[src/rtl/ovl_frame_mc.sv]
// ovl_frame_mc: multi-channel start-to-response frame checker.
// Each channel arms on a rising edge of start_event[ch]. It then requires
// test_expr[ch] to stay low for MIN_CKS cycles and to rise by MAX_CKS cycles.
// Violations pulse registered per-channel fire bits. A shared saturating
// counter accumulates every fire bit that is set.
//
// Ports:
//   clock          rising-edge clock
//   reset          synchronous, active-low reset
//   enable         global check enable (low: hold windows, drop edges, no fires)
//   start_event    per-channel start qualifier (rising edge detected)
//   test_expr      per-channel response
//   window_active  channel has an open window (mirrors OPEN state)
//   fire_min       response arrived before MIN_CKS (one-cycle pulse)
//   fire_max       no response by MAX_CKS (one-cycle pulse)
//   fire_new_start start edge while a window is open, mode 2 only (pulse)
//   fire_any       OR of all fire bits, same cycle as the fire vectors
//   err_count      saturating total of asserted fire bits
module ovl_frame_mc #(
    parameter int unsigned NUM_CH         = 1,
    parameter int unsigned MIN_CKS        = 1,
    parameter int unsigned MAX_CKS        = 2,
    parameter int unsigned NEW_START_MODE = 0,
    parameter int unsigned ERR_W          = 16
) (
    input  logic              clock,
    input  logic              reset,
    input  logic              enable,
    input  logic [NUM_CH-1:0] start_event,
    input  logic [NUM_CH-1:0] test_expr,
    output logic [NUM_CH-1:0] window_active,
    output logic [NUM_CH-1:0] fire_min,
    output logic [NUM_CH-1:0] fire_max,
    output logic [NUM_CH-1:0] fire_new_start,
    output logic              fire_any,
    output logic [ERR_W-1:0]  err_count
);

    localparam int unsigned SPAN   = (MIN_CKS > MAX_CKS) ? MIN_CKS : MAX_CKS;
    localparam int unsigned DW     = (SPAN < 1) ? 1 : $clog2(SPAN + 1);
    localparam int unsigned PW     = $clog2(3 * NUM_CH + 1);
    localparam int unsigned SW     = ((ERR_W > PW) ? ERR_W : PW) + 1;
    localparam bit          CHK_ON = (MIN_CKS != 0) || (MAX_CKS != 0);
    localparam logic [DW-1:0]    D_SAT   = '1;
    localparam logic [ERR_W-1:0] ERR_MAX = '1;

    // Parameter sanity checks at elaboration
    if (MAX_CKS != 0 && MAX_CKS < MIN_CKS) begin : g_bad_window
        $error("ovl_frame_mc: MAX_CKS (%0d) < MIN_CKS (%0d)", MAX_CKS, MIN_CKS);
    end
    if (NEW_START_MODE > 2) begin : g_bad_mode
        $error("ovl_frame_mc: NEW_START_MODE (%0d) must be 0, 1 or 2", NEW_START_MODE);
    end

    typedef enum logic {
        ST_IDLE = 1'b0,
        ST_OPEN = 1'b1
    } state_t;

    state_t            state_q [NUM_CH];
    state_t            state_d [NUM_CH];
    logic [DW-1:0]     d_q     [NUM_CH];
    logic [DW-1:0]     d_d     [NUM_CH];
    logic [NUM_CH-1:0] start_prev_q;

    logic [NUM_CH-1:0] window_active_d;
    logic [NUM_CH-1:0] fire_min_d;
    logic [NUM_CH-1:0] fire_max_d;
    logic [NUM_CH-1:0] fire_new_start_d;
    logic              fire_any_d;
    logic [ERR_W-1:0]  err_count_d;

    // Per-channel window evaluation and error accumulation
    always_comb begin
        logic          st_edge;
        logic          eval;
        logic [DW-1:0] d_ev;
        logic [PW-1:0] pop;
        logic [SW-1:0] sum;

        st_edge          = 1'b0;
        eval             = 1'b0;
        d_ev             = '0;
        pop              = '0;
        sum              = '0;
        fire_min_d       = '0;
        fire_max_d       = '0;
        fire_new_start_d = '0;
        window_active_d  = '0;
        for (int ch = 0; ch < NUM_CH; ch++) begin
            state_d[ch] = state_q[ch];
            d_d[ch]     = d_q[ch];
        end

        for (int ch = 0; ch < NUM_CH; ch++) begin
            st_edge = start_event[ch] & ~start_prev_q[ch];
            eval    = 1'b0;
            d_ev    = d_q[ch];

            // Decide whether this cycle samples the response, and at which d
            if (CHK_ON && enable) begin
                if (state_q[ch] == ST_IDLE) begin
                    if (st_edge) begin
                        eval = 1'b1;
                        d_ev = '0;
                    end
                end else begin
                    eval = 1'b1;
                    if (st_edge) begin
                        if (NEW_START_MODE == 1) begin
                            d_ev = '0;
                        end else if (NEW_START_MODE == 2) begin
                            fire_new_start_d[ch] = 1'b1;
                        end
                    end
                end
            end

            if (eval) begin
                if (test_expr[ch]) begin
                    // Response closes the window; early response is a min violation
                    state_d[ch] = ST_IDLE;
                    if ((32'(d_ev) + 32'd1) <= MIN_CKS) begin
                        fire_min_d[ch] = 1'b1;
                    end
                end else if ((MAX_CKS != 0) && (32'(d_ev) == MAX_CKS)) begin
                    state_d[ch]    = ST_IDLE;
                    fire_max_d[ch] = 1'b1;
                end else begin
                    // Still waiting; d saturates only matters when MAX_CKS is 0
                    state_d[ch] = ST_OPEN;
                    d_d[ch]     = (d_ev == D_SAT) ? d_ev : d_ev + DW'(1);
                end
            end

            window_active_d[ch] = (state_d[ch] == ST_OPEN);
            pop = pop + PW'(fire_min_d[ch]) + PW'(fire_max_d[ch])
                      + PW'(fire_new_start_d[ch]);
        end

        fire_any_d = |{fire_min_d, fire_max_d, fire_new_start_d};

        // Saturating add: any carry above ERR_W bits clamps to all-ones
        sum = SW'(err_count) + SW'(pop);
        if (sum[SW-1:ERR_W] != '0) begin
            err_count_d = ERR_MAX;
        end else begin
            err_count_d = sum[ERR_W-1:0];
        end
    end

    // State, counters and registered outputs
    always_ff @(posedge clock) begin
        if (!reset) begin
            for (int ch = 0; ch < NUM_CH; ch++) begin
                state_q[ch] <= ST_IDLE;
                d_q[ch]     <= '0;
            end
            start_prev_q   <= '0;
            window_active  <= '0;
            fire_min       <= '0;
            fire_max       <= '0;
            fire_new_start <= '0;
            fire_any       <= 1'b0;
            err_count      <= '0;
        end else begin
            for (int ch = 0; ch < NUM_CH; ch++) begin
                state_q[ch] <= state_d[ch];
                d_q[ch]     <= d_d[ch];
            end
            start_prev_q   <= start_event;
            window_active  <= window_active_d;
            fire_min       <= fire_min_d;
            fire_max       <= fire_max_d;
            fire_new_start <= fire_new_start_d;
            fire_any       <= fire_any_d;
            err_count      <= err_count_d;
        end
    end

endmodule

[config.mk]
export PLATFORM = sky130hd
export DESIGN_NAME = ovl_frame_mc
export DESIGN_NICKNAME = d
export VERILOG_FILES = /design/src/rtl/ovl_frame_mc.sv
export SDC_FILE = /design/constraint.sdc
export NUM_CORES = 1
export LEC_CHECK = 0
export CORE_ASPECT_RATIO = 1.1
export CORE_UTILIZATION = 25
export CTS_BUF_LIST = sky130_fd_sc_hd__clkbuf_8
export DETAILED_ROUTE_END_ITERATION = 6
export PLACE_DENSITY = 0.5
export SETUP_SLACK_MARGIN = 0.4
export SKIP_CTS_REPAIR_TIMING = 1
export SYNTH_ARGS = -nofsm -noshare
export SYNTH_HDL_FRONTEND = slang
export SYNTH_SLANG_ARGS = --single-unit
export TNS_END_PERCENT = 5
[constraint.sdc]
create_clock -name clock -period 7.6 [get_ports clock]
set_input_delay 1.52 -clock clock [delete_from_list [all_inputs] [get_ports clock]]
set_output_delay 1.52 -clock clock [all_outputs]
set_load 0.01 [all_outputs]
* After elaboration in Yosys (flattened, before gate mapping)
Memories as Yosys holds them, arrays and structs flattened.
Index checks and enable logic that the tools add are counted.
** Storage, ports and cells
- Bits in registers :: 21
- Memory bits (writable) :: 3
- Bits of input ports :: 5
- Output and inout bits :: 21
- Word-level logic and storage cells :: 46
- Memories kept :: 2
** Operators by class
- $add $sub $neg :: 4
- Order comparisons :: 1
- Eq/ne operators :: 2
- Mux-type cells :: 26
- Bitwise gates (word level) :: 2
- Reduce and logical (&&, ||, !) cells :: 3
** Memories
- d_q :: depth 1, bits a word 2, read ports 1, clocked after memory_dff 0, write ports 1, RTL line 62 : logic [DW-1:0] d_q [NUM_CH];
- state_q :: depth 1, bits a word 1, read ports 1, clocked after memory_dff 0, write ports 1, RTL line 60 : state_t state_q [NUM_CH];
** Operators by type and width (count)
- adder 16 x 2 -> 17 bit :: 1
- two-way mux 1 bit :: 17
- two-way mux 16 bit :: 1
- two-way mux 2 bit :: 8
- equality test 2 bit, second input constant :: 2
- OR reduction 2 bit :: 2
- adder 2 x 1 -> 3 bit, second input constant :: 1
- less-or-equal comparator 3 x 1 -> 1 bit, second input constant :: 1
- adder 1 x 1 -> 2 bit :: 1
- adder 2 x 1 -> 2 bit, second input constant :: 1
- bitwise AND 1 bit :: 1
- inverter 1 bit :: 1
- OR reduction 1 bit :: 1

* Longest topological paths before layout
- Depth after elaboration :: 13
- Mapped depth :: 11
- Depth with buffers taken out :: 9

* Worst setup path before layout
OpenSTA, ideal clock, no wires.
- Path kind :: input -> register
- Start :: in enable
- End :: reg err_count[0]
- Setup time :: 0.068 ns
- Arrival time :: 3.492 ns
- Required time :: 7.532 ns
- Slack :: 4.041 ns
- Stages on the path :: 10
- Path buffers :: 2
- Cell sequence :: nor2b_1 -> nand3_1 -> fa_1 -> inv_1 -> ha_1 -> buf_6 -> nand2_1 -> or4_4 -> buf_6 -> a21oi_2
** On the way
- Longest elaborated chain between the ends :: 9
- Elaborated cells between the ends (all ways) :: 14
- Those cells by class :: add/sub (3); order compare (1); eq/ne (1); mux (9)
** Ends and longest elaborated chain
- from (decl) :: RTL line 28 : input logic enable,
- two-way mux 2 bit :: RTL line 101 : if (CHK_ON && enable) begin
- adder 2 x 1 -> 3 bit :: RTL line 123 : if ((32'(d_ev) + 32'd1) <= MIN_CKS) begin
- less-or-equal comparator 3 x 1 -> 1 bit :: RTL line 123
- two-way mux 1 bit :: RTL line 123
- two-way mux 1 bit :: RTL line 120 : if (test_expr[ch]) begin
- two-way mux 1 bit :: RTL line 119 : if (eval) begin
- adder 1 x 1 -> 2 bit (*) :: RTL line 137 : pop = pop + PW'(fire_min_d[ch]) + PW'(fire_max_d[ch])
- adder 16 x 2 -> 17 bit (*) :: RTL line 144 : sum = SW'(err_count) + SW'(pop);
- two-way mux 16 bit (*) :: RTL line 145 : if (sum[SW-1:ERR_W] != '0) begin
- to (signal assigned) :: RTL line 177 : err_count <= err_count_d;
- to (decl) :: RTL line 36 : output logic [ERR_W-1:0] err_count
Mark *: on every way between the ends. The rest lies on a longest branch, timed or not.
A chain may end at the register's enable or synchronous reset.

* Final worst setup path
- Start :: in enable
- End :: reg err_count[1]
The elaborated chain is that of the path after synthesis.

==> impl_metrics.env <==
export IMPL_met2_usage_pct=19.2
export IMPL_clk_pin_slew_ns=0.09
export IMPL_critPathArrivalTime_ns=4.28
export IMPL_drive_gt1_share_pct=5.92
export IMPL_cts_sinks=24
export IMPL_area_delta_synth_final_pct=27.2
export IMPL_async_flop_share_pct=0
export IMPL_synth_top_area_share_pct=41.9
export IMPL_synth_top_area_cell="dfxtp_1"
export IMPL_diodes=0
export IMPL_p_int_uw=179
export IMPL_grt_overflow=0
export IMPL_dp_hpwl_mm=1.86
export IMPL_final_area_um2=1460
export IMPL_top_usage_layer="met2"
export IMPL_power_leakage_nw=0.468
export IMPL_synth_edff_count=0
export IMPL_finalSetupViolCount=0
export IMPL_grt_first_pass_wirelength_mm=4.36
export IMPL_p_comb_share_pct=5.1
export IMPL_syn_area_um2=1150
export IMPL_finalWeightedCongestion=0.806
export IMPL_p_total_uw=228
export IMPL_drtAntennaViolNets=0
export IMPL_slew_violations=0
export IMPL_start_util_pct=26.4
export IMPL_cts_root_buf="clkbuf_8"
export IMPL_die_h_um=73.1
export IMPL_critical_path_max_fanout=8
export IMPL_vias=997
export IMPL_design_final_nets=160
export IMPL_cts_tree="built"
export IMPL_postLayoutSetupSlackWorst_ns=3.51
export IMPL_cts_max_level=1
export IMPL_io_buffers=24
export IMPL_drc=0
export IMPL_irDropWorstVdd_v=0.000103
export IMPL_antenna_found_initial=0
export IMPL_fin_skew_ns=0.00213
export IMPL_hold_violations=0
export IMPL_synth_common_cells="24 x dfxtp_1, 9 x inv_1, 9 x nand3_1"
export IMPL_num_rows=25
export IMPL_synth_most_common_cell="dfxtp_1"
export IMPL_viasPerCell=4.84
export IMPL_rsz0062_at_grt="no"
export IMPL_tns_ns=0
export IMPL_p_sw_share_pct=21.4
export IMPL_die_w_um=66.6
export IMPL_grt_util_met1_pct=14.8
export IMPL_status="finished clean"
export IMPL_insertion_delay_ns=0.26
export IMPL_place_area_um2=1400
export IMPL_cp_end_kind="register"
export IMPL_worst_slew_pin_slew_ns=0.736
export IMPL_place_ws_ns=3.26
export IMPL_yosysSeqAreaShare_pct=41.9
export IMPL_grt_pass1_vias=907
export IMPL_crit_required_ns=7.80
export IMPL_grt_start_max_net_pins=24
export IMPL_clkPwrFrac_pct=38.4
export IMPL_timing_hold_ws_ns=0.538
export IMPL_seqPwrFrac_pct=56.5
export IMPL_synth_ff_type="dfxtp_1"
export IMPL_firstDrtPassIters=4
export IMPL_clockBufferDepth=2
export IMPL_wl_mm=2.60
export IMPL_fin_crit_sh_pct=53.8
export IMPL_avgSynthCellArea_um2=8.83
export IMPL_cellPowerDensity_nw_per_um2=156
export IMPL_switchingPower_uw=48.7
export IMPL_cap_violations=0
export IMPL_numCtsBuffers=3
export IMPL_synth_top_cells_by_area="dfxtp_1 42%, xnor2_1 5.3%, nand3_1 3.9%"
export IMPL_synth_warning_count=0
export IMPL_grtUsageMet3_pct=3.13
export IMPL_drt_iter0_markers=57
export IMPL_fmax_mhz=245
export IMPL_wl_per_cell_um=12.6
export IMPL_top_level_ports=26
export IMPL_synth_cells=130
export IMPL_yosysUniqueCellTypes=42
export IMPL_core_area_um2=4350
export IMPL_hold_class="register to register"
export IMPL_synth_fp_nets=137
export IMPL_critical_path_class="primary input to register"
export IMPL_r2r_slack_ns=4.96
export IMPL_layout_min_cycle_time_ns=4.09
export IMPL_timing_slew_headroom_pct=50.9
export IMPL_start_kind="primary input"
export IMPL_grtUsageTotal_pct=11.6
export IMPL_die_area_um2=4860
export IMPL_synth_seq_cells=24
## layout make-up
class	instances	area, um2
inverters	9	33.8
multi-input cells	91	582
flip-flops and latches	24	480
repair buffers	24	240
well taps	54	67.6
clock buffers	4	55.1
fillers	447	2890
## layout by cell type (no fill, tap or decap), types with 2 or more instances in the layout
cell type,instances
a21oi_1,8
nor2b_1,3
xor2_1,3
nor2_1,8
inv_1,9
nand4_1,4
nor4_1,2
xnor2_1,7
dfxtp_1,24
o21ai_0,8
and4_1,2
nand3_1,9
clkdlybuf4s50_1,24
nand2_1,6
clkbuf_8,4
a21oi_2,3
nor3_1,5
a211oi_1,2
## path summary, 6_finish.rpt
check / startpoint / to / cells past startpoint
setup / recovery: enable / err_count[1] / 9
hold / removal: state_q[0] / d_q[0][0] / 1
setup reg to reg: state_q[0] / err_count[1] / 9
hold reg to reg: state_q[0] / d_q[0][0] / 1
## through the flow
step	util [%]	instances
floorplan	-	130
global placement	32.3	202
detailed placement	32.3	202
CTS	33.6	206
global route	33.6	206
finish	33.6	206
## metal layers
| metal | share of wire, % | routed length [um] |
|---|---|---|
| met1 | 46 | 1200 |
| met2 | 49 | 1270 |
| met3 | 4.6 | 119 |
| met4 | 0.54 | 14 |
| met5 | 0 | 0 |
## worst max-delay path: stages
cell             delay [ns]
clkdlybuf4s50_1        0.49
nor2b_1                0.34
nand3_1                0.22
fa_1                   0.47
inv_1                  0.10
ha_1                   0.31
nand2_1                0.10
or4_4                  0.57
a21oi_2                0.16
## power groups by stage
stage / Clock [mW] / Sequential [mW] / Combinational, mW
2_1_floorplan: 0 / 0.132 / 0.00665
3_3_place_gp: 0 / 0.131 / 0.0116
3_5_place_dp: 0 / 0.131 / 0.0119
4_1_cts: 0.0914 / 0.129 / 0.0120
5_1_grt: 0.0943 / 0.129 / 0.0134
6_report: 0.0874 / 0.129 / 0.0117
## flip-flops by register name (all words and copies together) (netlist names)
register	cells
window_active	1
fire_min	1
state_q	1
err_count	16
start_prev_q	1
fire_any	1
fire_max	1
d_q	2
## cells by family (layout without fill, tap and decap cells)
logic type	after synthesis	in the layout	synth area share [%]
xor+xnor	10	10	7.63
simple gates	49	49	24.0
compound gates	29	29	15.9
other cells	1	1	0.327
buf+inv	15	37	7.41
fa+ha+maj	2	2	2.84
flops	24	24	41.9
Note: power is estimated with default switching activity, not from simulation.
